`src/rtl/bcd_accum_seq.sv`:
```
// bcd_accum_seq: sequenced two-digit BCD accumulator driving two active-low
// 7-segment displays. Binary operands (0-15) are accepted over a valid/ready
// handshake and added to a running decimal total (00-99). Decimal correction
// is applied one digit per cycle: ones first, then tens.
//
// Ports:
//   Clock     system clock, all state updates on the rising edge
//   Reset     synchronous active-high reset
//   In        binary operand, 0-15
//   InValid   operand present on In
//   Clear     request to zero the total and Overflow (IDLE only)
//   InReady   block accepts an operand or Clear this cycle (IDLE)
//   Busy      sequencing in progress (ONES, TENS, DONE)
//   Done      one-cycle pulse after the total has been updated
//   Overflow  sticky flag: total exceeded 99 since the last Clear/Reset
//   Digit1    tens BCD digit
//   Digit0    ones BCD digit
//   HEX1      active-low segments {g,f,e,d,c,b,a} for Digit1
//   HEX0      active-low segments {g,f,e,d,c,b,a} for Digit0
module bcd_accum_seq (
  input  logic       Clock,
  input  logic       Reset,
  input  logic [3:0] In,
  input  logic       InValid,
  input  logic       Clear,
  output logic       InReady,
  output logic       Busy,
  output logic       Done,
  output logic       Overflow,
  output logic [3:0] Digit1,
  output logic [3:0] Digit0,
  output logic [6:0] HEX1,
  output logic [6:0] HEX0
);

  localparam int unsigned DigitW = 4;
  localparam int unsigned SegW   = 7;
  localparam int unsigned CarryW = 2;
  localparam int unsigned SumW   = 5;

  localparam logic [1:0] S_IDLE = 2'd0;
  localparam logic [1:0] S_ONES = 2'd1;
  localparam logic [1:0] S_TENS = 2'd2;
  localparam logic [1:0] S_DONE = 2'd3;

  localparam logic [SegW-1:0] SEG_BLANK = 7'b1111111;

  logic [1:0]        state;
  logic [1:0]        state_nxt;
  logic [DigitW-1:0] operand;
  logic [DigitW-1:0] operand_nxt;
  logic [CarryW-1:0] carry;
  logic [CarryW-1:0] carry_nxt;
  logic [DigitW-1:0] digit0_nxt;
  logic [DigitW-1:0] digit1_nxt;
  logic              overflow_nxt;

  // Ones sum is at most 9 + 15 = 24, tens sum at most 9 + 2 = 11.
  logic [SumW-1:0]   ones_sum;
  logic [DigitW-1:0] tens_sum;

  assign ones_sum = SumW'(Digit0) + SumW'(operand);
  assign tens_sum = Digit1 + DigitW'(carry);

  // Next-state and datapath update.
  always_comb begin
    state_nxt    = state;
    operand_nxt  = operand;
    carry_nxt    = carry;
    digit0_nxt   = Digit0;
    digit1_nxt   = Digit1;
    overflow_nxt = Overflow;

    case (state)
      S_IDLE: begin
        // Clear takes priority; a simultaneous operand is dropped.
        if (Clear) begin
          digit0_nxt   = '0;
          digit1_nxt   = '0;
          overflow_nxt = 1'b0;
        end else if (InValid) begin
          operand_nxt = In;
          state_nxt   = S_ONES;
        end
      end

      S_ONES: begin
        if (ones_sum >= SumW'(20)) begin
          digit0_nxt = DigitW'(ones_sum - SumW'(20));
          carry_nxt  = CarryW'(2);
        end else if (ones_sum >= SumW'(10)) begin
          digit0_nxt = DigitW'(ones_sum - SumW'(10));
          carry_nxt  = CarryW'(1);
        end else begin
          digit0_nxt = DigitW'(ones_sum);
          carry_nxt  = CarryW'(0);
        end
        state_nxt = S_TENS;
      end

      S_TENS: begin
        // Hundreds are discarded; the wrap is recorded in Overflow.
        if (tens_sum >= DigitW'(10)) begin
          digit1_nxt   = tens_sum - DigitW'(10);
          overflow_nxt = 1'b1;
        end else begin
          digit1_nxt = tens_sum;
        end
        state_nxt = S_DONE;
      end

      S_DONE: begin
        state_nxt = S_IDLE;
      end

      default: begin
        state_nxt = S_IDLE;
      end
    endcase
  end

  // State, datapath and status registers. Status flags follow the next state
  // so they line up with the state register.
  always_ff @(posedge Clock) begin
    if (Reset) begin
      state    <= S_IDLE;
      operand  <= '0;
      carry    <= '0;
      Digit0   <= '0;
      Digit1   <= '0;
      Overflow <= 1'b0;
      InReady  <= 1'b1;
      Busy     <= 1'b0;
      Done     <= 1'b0;
    end else begin
      state    <= state_nxt;
      operand  <= operand_nxt;
      carry    <= carry_nxt;
      Digit0   <= digit0_nxt;
      Digit1   <= digit1_nxt;
      Overflow <= overflow_nxt;
      InReady  <= (state_nxt == S_IDLE);
      Busy     <= (state_nxt != S_IDLE);
      Done     <= (state_nxt == S_DONE);
    end
  end

  // Active-low 7-segment decode; codes 10-15 display blank.
  function automatic logic [SegW-1:0] seg_decode(input logic [DigitW-1:0] d);
    logic [SegW-1:0] seg;
    seg = SEG_BLANK;
    case (d)
      4'd0: seg = 7'b1000000;
      4'd1: seg = 7'b1111001;
      4'd2: seg = 7'b0100100;
      4'd3: seg = 7'b0110000;
      4'd4: seg = 7'b0011001;
      4'd5: seg = 7'b0010010;
      4'd6: seg = 7'b0000010;
      4'd7: seg = 7'b1111000;
      4'd8: seg = 7'b0000000;
      4'd9: seg = 7'b0010000;
      default: seg = SEG_BLANK;
    endcase
    return seg;
  endfunction

  // Displays follow the digit registers directly.
  always_comb begin
    HEX1 = seg_decode(Digit1);
    HEX0 = seg_decode(Digit0);
  end

endmodule

```
`config.mk`:
```
export PLATFORM = sky130hd
export DESIGN_NAME = bcd_accum_seq
export DESIGN_NICKNAME = d
export VERILOG_FILES = /design/src/rtl/bcd_accum_seq.sv
export SDC_FILE = /design/constraint.sdc
export NUM_CORES = 1
export LEC_CHECK = 0
export CAP_MARGIN = 40
export CORE_MARGIN = 8
export CORE_UTILIZATION = 45
export CTS_CLUSTER_SIZE = 24
export DETAILED_ROUTE_END_ITERATION = 16
export PLACE_DENSITY = 0.69
export SYNTH_ARGS = -nofsm -noshare
export SYNTH_HDL_FRONTEND = slang
export SYNTH_SLANG_ARGS = --single-unit
export TNS_END_PERCENT = 20
```
`constraint.sdc`:
```
create_clock -name Clock -period 3.8 [get_ports Clock]
set_clock_uncertainty 0.05 [all_clocks]
set_input_delay 0.57 -clock Clock [delete_from_list [all_inputs] [get_ports Clock]]
set_output_delay 0.57 -clock Clock [all_outputs]
set_load 0.02 [all_outputs]
```
==> results_dict.tcl <==
set metrics [dict create \
    cts_buffer_depth 2 \
    nFillCells 405 \
    grt_max_degree 24 \
    routed_wl_mm 4.34 \
    slew_headroom_pct 54.4 \
    dr.pass1.iters 4 \
    fp.dieH_um 82.6 \
    worst_ir_drop_vdd_mv 0.236 \
    rsz0062_at_grt "false" \
    p_per_area_nw_per_um2 437 \
    synth_ff_type "dfxtp_1" \
    grt_pass1_vias 1627 \
    rr_worst_depth 15 \
    pin_count 34 \
    vias 1672 \
    synth_area_sq_um 2000 \
    port_buffers 33 \
    syn_inst 220 \
    whs_path_depth 2 \
    dp_hpwl_mm 3.33 \
    synth_nets 253 \
    power.leakage_nw 1.04 \
    track_usage_pct 13.9 \
    critical_path_arrival_ps 3660 \
    start_util_pct 46.2 \
    synth_edf_count 0 \
    crit_fanout 5 \
    overflow 0 \
    drv_cap 0 \
    antenna_found_initial 0 \
    cts.clk_slew.worst_paths_ps 70 \
    grt_pass1_wl_mm 7.43 \
    instances_no_fill 308 \
    ys_top_cells_by_area "dfxtp_1 (34%), ha_1 (14%), nor2_1 (3.8%)" \
    fin_crit_ps 3510 \
    layout-drive-gt1-share_pct 8.98 \
    yosys.area.top_type "dfxtp_1" \
    design.core.area_sq_um 4320 \
    crit_type "flip-flop to flip-flop" \
    areaGrowthSynthToFinish_pct 24.1 \
    via_per_inst 5.43 \
    num_rows 24 \
    crit_required_ps 3950 \
    wl_per_cell_um 14.1 \
    yosysWarnings 0 \
    nets 288 \
    yosys.area.top_type_share_pct 34.1 \
    yosysSeqAreaShare_pct 34.1 \
    outcome "complete, no violations" \
    yosys.cell_types.count 53 \
    finalWorstSetupSlack_ps 292 \
    worst_pin_slew_ps 677 \
    chipWidth_um 82.6 \
    regToRegStartpoint "Digit0[0]" \
    hp-class "flip-flop to flip-flop" \
    drv_slew 0 \
    layout_common_cells "dfxtp_1 (34), clkdlybuf4s50_1 (33), ha_1 (23), nor2_1 (20), inv_1 (19)" \
    startpoint "Digit0[0]" \
    drc 0 \
    numCtsBuffers 5 \
    cts.sinks 34 \
    hold_viol 0 \
    tns_ps 0 \
    start_kind "flip-flop" \
    clock.fmax_ghz 0.285 \
    placedCellCount 300 \
    cts_tree "yes" \
    gp_congestion 0.851 \
    cts_hold_buf 0 \
    ant_nets 0 \
    crit_path_end_kind "flip-flop" \
    drt_iter0_markers 77 \
    cts_root_buf "clkbuf_8" \
    setup_viol 0 \
    multi_input_area_sq_um 1220 \
    ys_ff_latch 34 \
    synth-async-reset-ratio_pct 0 \
    h-tree-depth 2 \
    layout_commonest_cell "dfxtp_1" \
    period_share_pct 92.3 \
    diodes 0 \
    post-place-ws_ps 344 \
    r2r_setup_slack_ps 290 \
    avgSynthCellArea_sq_um 9.08 \
    clock_latency_ps 290 \
    hp-start "Overflow" \
    seqCellArea_sq_um 681 \
    die_area_sq_um 6830 \
]
[power by group]
group | switching [W] | internal (W)
combinational | 0.000222 | 0.000160
clock | 0.000130 | 0.000146
sequential | 0.0000213 | 0.000405
total | 0.000374 | 0.000711
[cells in the mapped netlist (2+ instances only)]
cell      instances
dfxtp_1          34
ha_1             23
o21ai_0           8
nor4b_1           2
fa_1              2
nand2_1          10
a21oi_1          13
clkbuf_1          4
mux2i_1           6
or2_2             2
buf_1             2
nor2b_1           2
o2111a_1          2
a221oi_1          5
and2_1            5
nand2b_1          4
a311oi_1          2
o21ai_1           3
a21o_1            4
nor2_1           20
inv_1            19
nand3_1           6
a211oi_1          4
xnor2_1           2
nor3_1            5
xor2_1            2
a32oi_1           2
a21oi_2           2
[path summary, 6_finish.rpt]
check	end
worst min-delay path	Overflow
worst min register to register	Overflow
worst max-delay path	HEX0[4]
worst max register to register	HEX0[4]
[sequential cells by signal, summed over array words and instances, names as in the netlist]
signal    cells
HEX1          7
Digit1        4
state         2
Overflow      1
InReady       1
Done          1
Digit0        4
Busy          1
carry         2
HEX0          7
operand       4
[layer usage]
metal	global-route usage (%)	vias to the layer above	share of wire, %
met5	0	-	0
met1	16.9	779	47
met2	22.9	26	47
li1	-	859	-
met4	5.00	0	1.4
met3	3.90	8	4.9
[critical path, stage by stage (launching register included)]
cell and delay, ps:
dfxtp_1 330, ha_1 240, fa_1 430, xor2_2 220, inv_1 150, ha_1 180, nand2b_1 80, a2111o_1 460
nand3_1 130, nand3_1 130, a21oi_1 260, inv_1 120, ha_1 220, o21ai_0 70, o21ai_0 110, a221oi_1 230
[area by class of cell]
type | count | share of cell area (%)
clock inverters | 1 | 0.202
well taps | 52 | 2.62
repair buffers | 35 | 13.9
clock buffers | 7 | 3.48
inverters | 20 | 3.03
flip-flops and latches | 34 | 27.5
multi-input cells | 159 | 49.3
[repair_timing]
action / CTS / global route
setup endpoints to repair: 0 / 1
setup buffers: 0 / 0
resized for setup: 0 / 1
[cells by family (layout without fill, tap and decap cells)]
family / count (synthesis) / count (layout) / synth area share [%]
flops: 34 / 34 / 34.1
compound gates: 59 / 59 / 21.7
simple gates: 65 / 65 / 17.9
fa+ha+maj: 25 / 25 / 16.4
xor+xnor: 4 / 4 / 1.75
mux: 6 / 6 / 3.01
buf+inv: 27 / 63 / 5.14
[through the flow]
| stage | total power, W | util, % | cell area (sq um) | hold slack, ps |
|---|---|---|---|---|
| floorplan | 0.000694 | - | 2000 | 418 |
| global placement | 0.000811 | 55.0 | 2380 | 424 |
| detailed placement | 0.000816 | 55.0 | 2380 | 436 |
| CTS | 0.00110 | 57.1 | 2470 | 445 |
| global route | 0.00116 | 57.3 | 2480 | 461 |
| finish | 0.00108 | 57.3 | 2480 | 439 |
No activity file was read; power rests on OpenSTA's default activity.
